===== src/rtl/mesh_out_arbiter.sv =====
// mesh_out_arbiter: round-robin arbiter sharing one outgoing mesh link among
// N_REQ requesters (index 0 = local inject, 1..8 = transit inputs).
// The winning flit is registered onto the link one cycle after its grant.
// Optional feature macro: MESH_ARB_CREDIT_EN builds the downstream credit
// counter and the sticky cred_err flag. Without it the link is treated as
// always able to accept, credit_ret is ignored and cred_err is tied low.
//
// Handshake (valid/ready): a requester raises req_valid[i] with its flit on
// req_flit[i*FLIT_W +: FLIT_W]. req_ready[i] is a combinational, one-hot-or-
// zero grant. A transfer happens on a rising edge where req_valid[i] &&
// req_ready[i]. The requester holds flit and valid until granted. It may
// drop valid before the grant, which withdraws the request.
module mesh_out_arbiter #(
    parameter int N_REQ   = 9,
    parameter int FLIT_W  = 34,
    parameter int CREDITS = 4
) (
    input  logic                    clk,
    input  logic                    rst_n,
    input  logic [N_REQ-1:0]        req_valid,
    input  logic [N_REQ*FLIT_W-1:0] req_flit,
    output logic [N_REQ-1:0]        req_ready,
    input  logic                    credit_ret,
    input  logic                    stat_clr,
    output logic [FLIT_W-1:0]       out_flit,
    output logic                    out_valid,
    output logic [3:0]              grant_idx,
    output logic [15:0]             conflict_cnt,
    output logic                    cred_err
);

    logic [3:0]        ptr;
    logic [3:0]        winner;
    logic              found;
    logic              can_send;
    logic              xfer;
    logic              contended;
    logic [FLIT_W-1:0] win_flit;

    // Round-robin scan: first valid requester at or after ptr, wrapping.
    always_comb begin
        logic [4:0] sum;
        logic [3:0] idx;
        found  = 1'b0;
        winner = '0;
        sum    = '0;
        idx    = '0;
        for (int k = 0; k < N_REQ; k++) begin
            sum = 5'(ptr) + 5'(k);
            if (sum >= 5'(N_REQ)) begin
                sum = sum - 5'(N_REQ);
            end
            idx = sum[3:0];
            if (!found && req_valid[idx]) begin
                found  = 1'b1;
                winner = idx;
            end
        end
    end

    // One-hot grant to the winner; nothing is granted while in reset.
    always_comb begin
        req_ready = '0;
        if (rst_n && can_send && found) begin
            req_ready[winner] = 1'b1;
        end
    end

    assign xfer      = |(req_valid & req_ready);
    // More than one requester eligible: clearing the lowest set bit leaves bits.
    assign contended = |(req_valid & (req_valid - N_REQ'(1)));

    // Select the winning requester's flit.
    always_comb begin
        win_flit = '0;
        for (int i = 0; i < N_REQ; i++) begin
            if (winner == 4'(i)) begin
                win_flit = req_flit[i*FLIT_W +: FLIT_W];
            end
        end
    end

    // Link register, last-winner index and round-robin pointer.
    always_ff @(posedge clk or negedge rst_n) begin
        if (!rst_n) begin
            out_flit  <= '0;
            out_valid <= 1'b0;
            grant_idx <= '0;
            ptr       <= '0;
        end else if (xfer) begin
            out_flit  <= win_flit;
            out_valid <= 1'b1;
            grant_idx <= winner;
            ptr       <= (winner == 4'(N_REQ-1)) ? 4'd0 : winner + 4'd1;
        end else begin
            out_flit  <= '0;
            out_valid <= 1'b0;
        end
    end

    // Saturating count of transfers made while requesters were competing.
    always_ff @(posedge clk or negedge rst_n) begin
        if (!rst_n) begin
            conflict_cnt <= '0;
        end else if (stat_clr) begin
            conflict_cnt <= '0;
        end else if (xfer && contended && (conflict_cnt != 16'hFFFF)) begin
            conflict_cnt <= conflict_cnt + 16'd1;
        end
    end

`ifdef MESH_ARB_CREDIT_EN
    logic [3:0] cnt;

    // Downstream credit meter; a return with the counter full is flagged, not counted.
    always_ff @(posedge clk or negedge rst_n) begin
        if (!rst_n) begin
            cnt      <= 4'(CREDITS);
            cred_err <= 1'b0;
        end else if (xfer && !credit_ret) begin
            cnt <= cnt - 4'd1;
        end else if (!xfer && credit_ret) begin
            if (cnt == 4'(CREDITS)) begin
                cred_err <= 1'b1;
            end else begin
                cnt <= cnt + 4'd1;
            end
        end
    end

    assign can_send = (cnt != 4'd0);
`else
    logic unused_credit_ret;

    assign unused_credit_ret = credit_ret;
    assign can_send          = 1'b1;
    assign cred_err          = 1'b0;
`endif

endmodule


===== config.mk =====
export PLATFORM = sky130hd
export DESIGN_NAME = mesh_out_arbiter
export DESIGN_NICKNAME = d
export VERILOG_FILES = /design/src/rtl/mesh_out_arbiter.sv
export SDC_FILE = /design/constraint.sdc
export NUM_CORES = 1
export LEC_CHECK = 0
export ABC_CLOCK_PERIOD_IN_PS = 18000
export CELL_PAD_IN_SITES_DETAIL_PLACEMENT = 0
export CELL_PAD_IN_SITES_GLOBAL_PLACEMENT = 2
export CORE_MARGIN = 2
export CORE_UTILIZATION = 24
export DETAILED_ROUTE_END_ITERATION = 7
export GPL_TIMING_DRIVEN = 0
export HOLD_SLACK_MARGIN = 0.03
export PLACE_DENSITY = 0.95
export SYNTH_ARGS = -nofsm -noshare
export SYNTH_HDL_FRONTEND = slang
export SYNTH_SLANG_ARGS = --single-unit

===== constraint.sdc =====
create_clock -name clk -period 18 [get_ports clk]
set_input_delay 5.4 -clock clk [delete_from_list [all_inputs] [get_ports clk]]
set_output_delay 5.4 -clock clk [all_outputs]
set_load 0.1 [all_outputs]

# Word level (Yosys, flattened, before mapping)
# Index checks and enable logic that the tools add are counted.
# word_totals
elab_cells,142
regBits,59
# classes
muxes,62
eq_ne,9
n_lt_le_gt_ge,20
reduce_logical,24
bitwise_logic,2
addsub,20
# ops
cell,count
two-way mux 34 bit,10
two-way mux 4 bit,19
< comparator 4 x 5 -> 1 bit (second input constant),10
>= comparator 5 x 4 -> 1 bit (second input constant),8
binary-select mux 1 bit (select 4 bit),9
subtractor 4 bit (second input constant),9
two-way mux 16 bit,2
adder 4 x 3 -> 5 bit (second input constant),4
two-way mux 1 bit,20
AND 9 bit,2
OR reduction 9 bit,2
adder 16 x 1 -> 16 bit (second input constant),1
equality test 4 x 3 -> 1 bit (second input constant),4
inequality test 16 bit (second input constant),1
logical AND 1 bit,12
adder 4 x 2 -> 5 bit (second input constant),2
two-way mux 9 bit,1
subtractor 9 x 1 -> 9 bit (second input constant),1
equality test 4 x 2 -> 1 bit (second input constant),2
zero test 1 bit,8
adder 4 x 1 -> 5 bit (second input constant),1
adder 4 x 4 -> 5 bit (second input constant),1
adder 4 x 1 -> 4 bit (second input constant),1
demux 1 bit (select 4 bit),1
other kinds (6),6

# Depth between registers and ports, before layout
# depth
depth_word,40
ltp_mapped,31
depth_no_buf,25

# Worst setup path before layout
# OpenSTA, ideal clock, no wires.
# synth_timing
path_kind,input -> output
startpoint,input req_valid[1]
endpoint,output req_ready[4]
path_slack_ns,2.172
t_required_ns,12.600
stages,15
arrival_time_ns,10.428
path_buffers,2
path_cell_list,clkbuf_1 -> a2111oi_0 -> a211o_1 -> a221o_1 -> nand3_1 -> nor4bb_4 -> and3_1 -> nand3_2 -> a211o_1 -> a311o_1 -> inv_1 -> ha_1 -> clkbuf_1 -> inv_1 -> nor3_1
# synth_between
elab_chain_len,32
word_cells_on_any_way,59
cone_classes,order compare: 2; mux: 39; reduce/logical: 18
# synth_lines
item,line,rtl
from (decl),20,"input logic [N_REQ-1:0] req_valid,"
binary-select mux 1 bit (select 4 bit),54,if (!found && req_valid[idx]) begin
two-way mux 1 bit (not written as such),54,
two-way mux 1 bit,54,
zero test 1 bit,54,
logical AND 1 bit,54,
two-way mux 1 bit,54,
zero test 1 bit,54,
logical AND 1 bit,54,
[17 not listed],-,
logical AND 1 bit,54,
two-way mux 4 bit *,54,
via winner[1],33,logic [3:0] winner;
< comparator 4 x 5 -> 1 bit (not written as such) or >= comparator 4 x 1 -> 1 bit (tied branches),65,req_ready[winner] = 1'b1;
logical AND 1 bit (not written as such),65,
two-way mux 1 bit (not written as such),65,
demux 1 bit (select 4 bit) *,65,
two-way mux 9 bit *,64,if (rst_n && can_send && found) begin
to (decl),22,"output logic [N_REQ-1:0] req_ready,"
# Mark *: on every way through the listed nets, which the timed path passes. The rest lies on a longest branch. The select of a mux whose other input is x is not followed.

# Worst setup path in the final report
# layout_timing
startpoint,input req_valid[6]
endpoint,output req_ready[0]
# The elaborated chain is that of the path after synthesis.

==> out/qor.csv <==
stage,metric,value,unit
synth,Mapped Cells,1263,
floorplan,Initial Utilization,24.5,%
placed_design,DP HPWL,48200,um
worst_setup_path,crit path DAT,12.26,ns
clocking,CTS Buffer Depth,2,
timing,Final min period,17.66,ns
floorplan,Rows,69,
routing,Vias/cell,5.87,
clocking,clk root buf,clkbuf_16,
outcome,status,finished clean,
finish,share of cells above drive strength 1,5.74,%
global_route,Tot GR Track Use,29.6,%
synth,Synth area leader,dfrtp_1,
floorplan,total I/O pin count,384,
clocking,CTS resizes,0,
clocking,CTS tree,built,
clocking,worst skew pair latency,0.35,ns
finish,register area,1480,um2
clocking,Clock transition at path regs,0.06,ns
clocking,CTS H-tree depth,3,
synth,synthesized area per cell,6.93,um2
synth,Synth async-reset ratio,100,%
clocking,Post-CTS Setup Bufs,0,
clocking,cts bufs inserted,9,
global_route,first-pass GRT wire length,81700,um
routing,DRC,0,
synth,synth top area cells,"dfrtp_1 (17%), o21ai_0 (8.5%), a21oi_1 (7.9%)",
placed_design,placed instance area,13100,um2
hold_path,hold crit path type,reg2reg,
synth,mapped cell area,8750,um2
clocking,hold buffer count at cts,0,
synth,top post-synthesis cells by count,"nor2_1 (173), o21ai_0 (149), a21oi_1 (138), clkbuf_1 (71), nand2_1 (60)",
timing,actual slew at the worst max-slew pin,1.13,ns
floorplan,Die Wd,195,um
finish,fin nets,1997,
timing,setup TNS after final layout,0,ns
worst_setup_path,WS Path Type,in2out,
timing,Tcrit/Tclk final,98.1,%
timing,RSZ-0062 raised after global routing,false,
synth,register bit total from synthesis,59,
global_route,initial antenna violation count,8,
synth,most common cell in the netlist,nor2_1,
finish,area grow syn2layout,53.2,%
routing,initial DRC count,1484,
placed_design,gp weighted congestion,1.15,
routing,wire per inst,27.8,um
global_route,vias in the first global route,11600,
worst_setup_path,CP Capture Type,primary output,
synth,number of synthesized flops with an enable pin,0,
finish,final instance area,13400,um2
worst_setup_path,"Max FO, Critical Path",10,
finish,FILL cells,3853,
worst_setup_path,Required @ worst endpoint,12.60,ns
synth,synthesized netlist net count,1609,
global_route,grt ovf,0,
finish,multi-input logic area,6660,um2
routing,post-route ant nets,0,
finish,Layout Utilization,37.5,%
timing,Final Skew,0.00927,ns
clocking,Clock Sinks,59,
timing,fin. max-slew vios,0,
floorplan,core box area,35700,um2
synth,Synth top area share,16.9,%
routing,vias,12400,
timing,final hold viol count,0,
floorplan,Chip Height,195,um
global_route,maximum number of pins on one net before global-route repair,61,
worst_setup_path,startpoint types,input port,
synth,post-synthesis cell type count,92,
placed_design,IO Port Bufs,377,
routing,first-pass iteration count of the detailed router,6,
timing,fmax,56.6,MHz
timing,Final Setup Violations,0,
flow_run,number of max-cap violations,0,
synth,sequential fraction of the synthesis area,16.9,%
synth,synth warn,0,
synth,main flop type after synthesis,dfrtp_1,
timing,Slew HR,24.1,%
routing,Detailed Route WL,58900,um
floorplan,die area,38000,um2
timing,final hold slack,0.498,ns
## placed cells by master, fill, tap and decap left out, types with 9 or more instances in the layout
master / Yosys / layout
a211oi_1: 13 / 13
a21o_1: 13 / 13
a21oi_1: 138 / 138
a221o_1: 37 / 37
a221oi_1: 30 / 30
a22oi_1: 13 / 13
a31oi_1: 13 / 13
buf_2: 32 / 32
clkbuf_1: 71 / 71
clkbuf_16: 0 / 9
clkdlybuf4s50_1: 0 / 376
dfrtp_1: 59 / 59
ha_1: 27 / 27
inv_1: 25 / 25
mux2i_1: 42 / 42
nand2_1: 60 / 60
nand2b_1: 13 / 13
nand3_1: 28 / 28
nor2_1: 173 / 173
nor2b_1: 11 / 11
nor3_1: 59 / 59
o211ai_1: 18 / 18
o21ai_0: 149 / 149
o22ai_1: 16 / 16
or3_1: 11 / 11
xnor2_1: 18 / 18
## per-layer routing
| metal | global-route usage (%) | vias up | part of all wire [%] |
|---|---|---|---|
| li1 | - | 5573 | - |
| met1 | 37.4 | 5997 | 40 |
| met2 | 47.4 | 785 | 46 |
| met3 | 9.80 | 85 | 11 |
| met4 | 8.82 | 6 | 2.8 |
| met5 | 2.68 | - | 0.28 |
## critical path, stage by stage
cell	delay, ns
clkdlybuf4s50_1	0.55
clkbuf_1	0.42
mux2i_1	0.34
mux2i_1	0.11
o211ai_1	0.44
nand3_1	0.34
nor4bb_4	0.47
and3_1	0.32
nand3_2	0.16
a211o_1	0.30
a311o_1	0.39
inv_1	0.14
ha_1	0.15
clkbuf_1	0.29
clkbuf_1	0.48
clkbuf_1	0.53
and2_1	0.27
clkdlybuf4s50_1	1.15
## stage by stage
| step | worst slack [ns] | instances |
|---|---|---|
| floorplan | 2.17 | 1263 |
| global placement | 0.519 | 2101 |
| detailed placement | 0.525 | 2101 |
| CTS | 0.494 | 2117 |
| global route | 0.0105 | 2120 |
| finish | 0.339 | 2120 |
## layout make-up
cell class | instances | area share [%]
flip-flops and latches | 59 | 11.0
well taps | 461 | 4.30
plain buffers | 117 | 3.80
diodes | 3 | 0.0560
multi-input cells | 1059 | 49.7
repair buffers | 377 | 28.1
clock buffers | 9 | 1.68
inverters | 28 | 0.784
clock inverters | 7 | 0.569
## kinds of logic (layout without fill, tap and decap cells)
kind of cell    Yosys count  count (layout)  share of synthesized area, %
simple gates            421             421                          23.2
mux                      51              51                          6.09
xor+xnor                 21              21                          2.10
other cells               1               4                        0.0428
fa+ha+maj                28              28                          3.97
compound gates          537             537                          40.7
buf+inv                 145             538                          7.02
flops                    59              59                          16.9
## final timing paths
path | slack (ns) | depth (start not counted) | from | endpoint
setup / recovery | 0.34 | 18 | req_valid[6] | req_ready[0]
hold / removal | 0.50 | 2 | grant_idx[2] | grant_idx[2]
setup reg to reg | 8.61 | 26 | ptr[0] | out_flit[20]
hold reg to reg | 0.50 | 2 | grant_idx[2] | grant_idx[2]
max in group asynchronous | 12.24 | 1 | rst_n | out_flit[25]
min in group asynchronous | 5.13 | 1 | rst_n | out_flit[3]
## flip-flops by register name (all words and copies together), names as in the netlist
register      cells
conflict_cnt     16
out_flit         34
ptr               4
out_valid         1
grant_idx         4
Power is left out: the tool's default activity adds up to more than one toggle a clock period on the data nets, which glitch-free logic cannot reach.
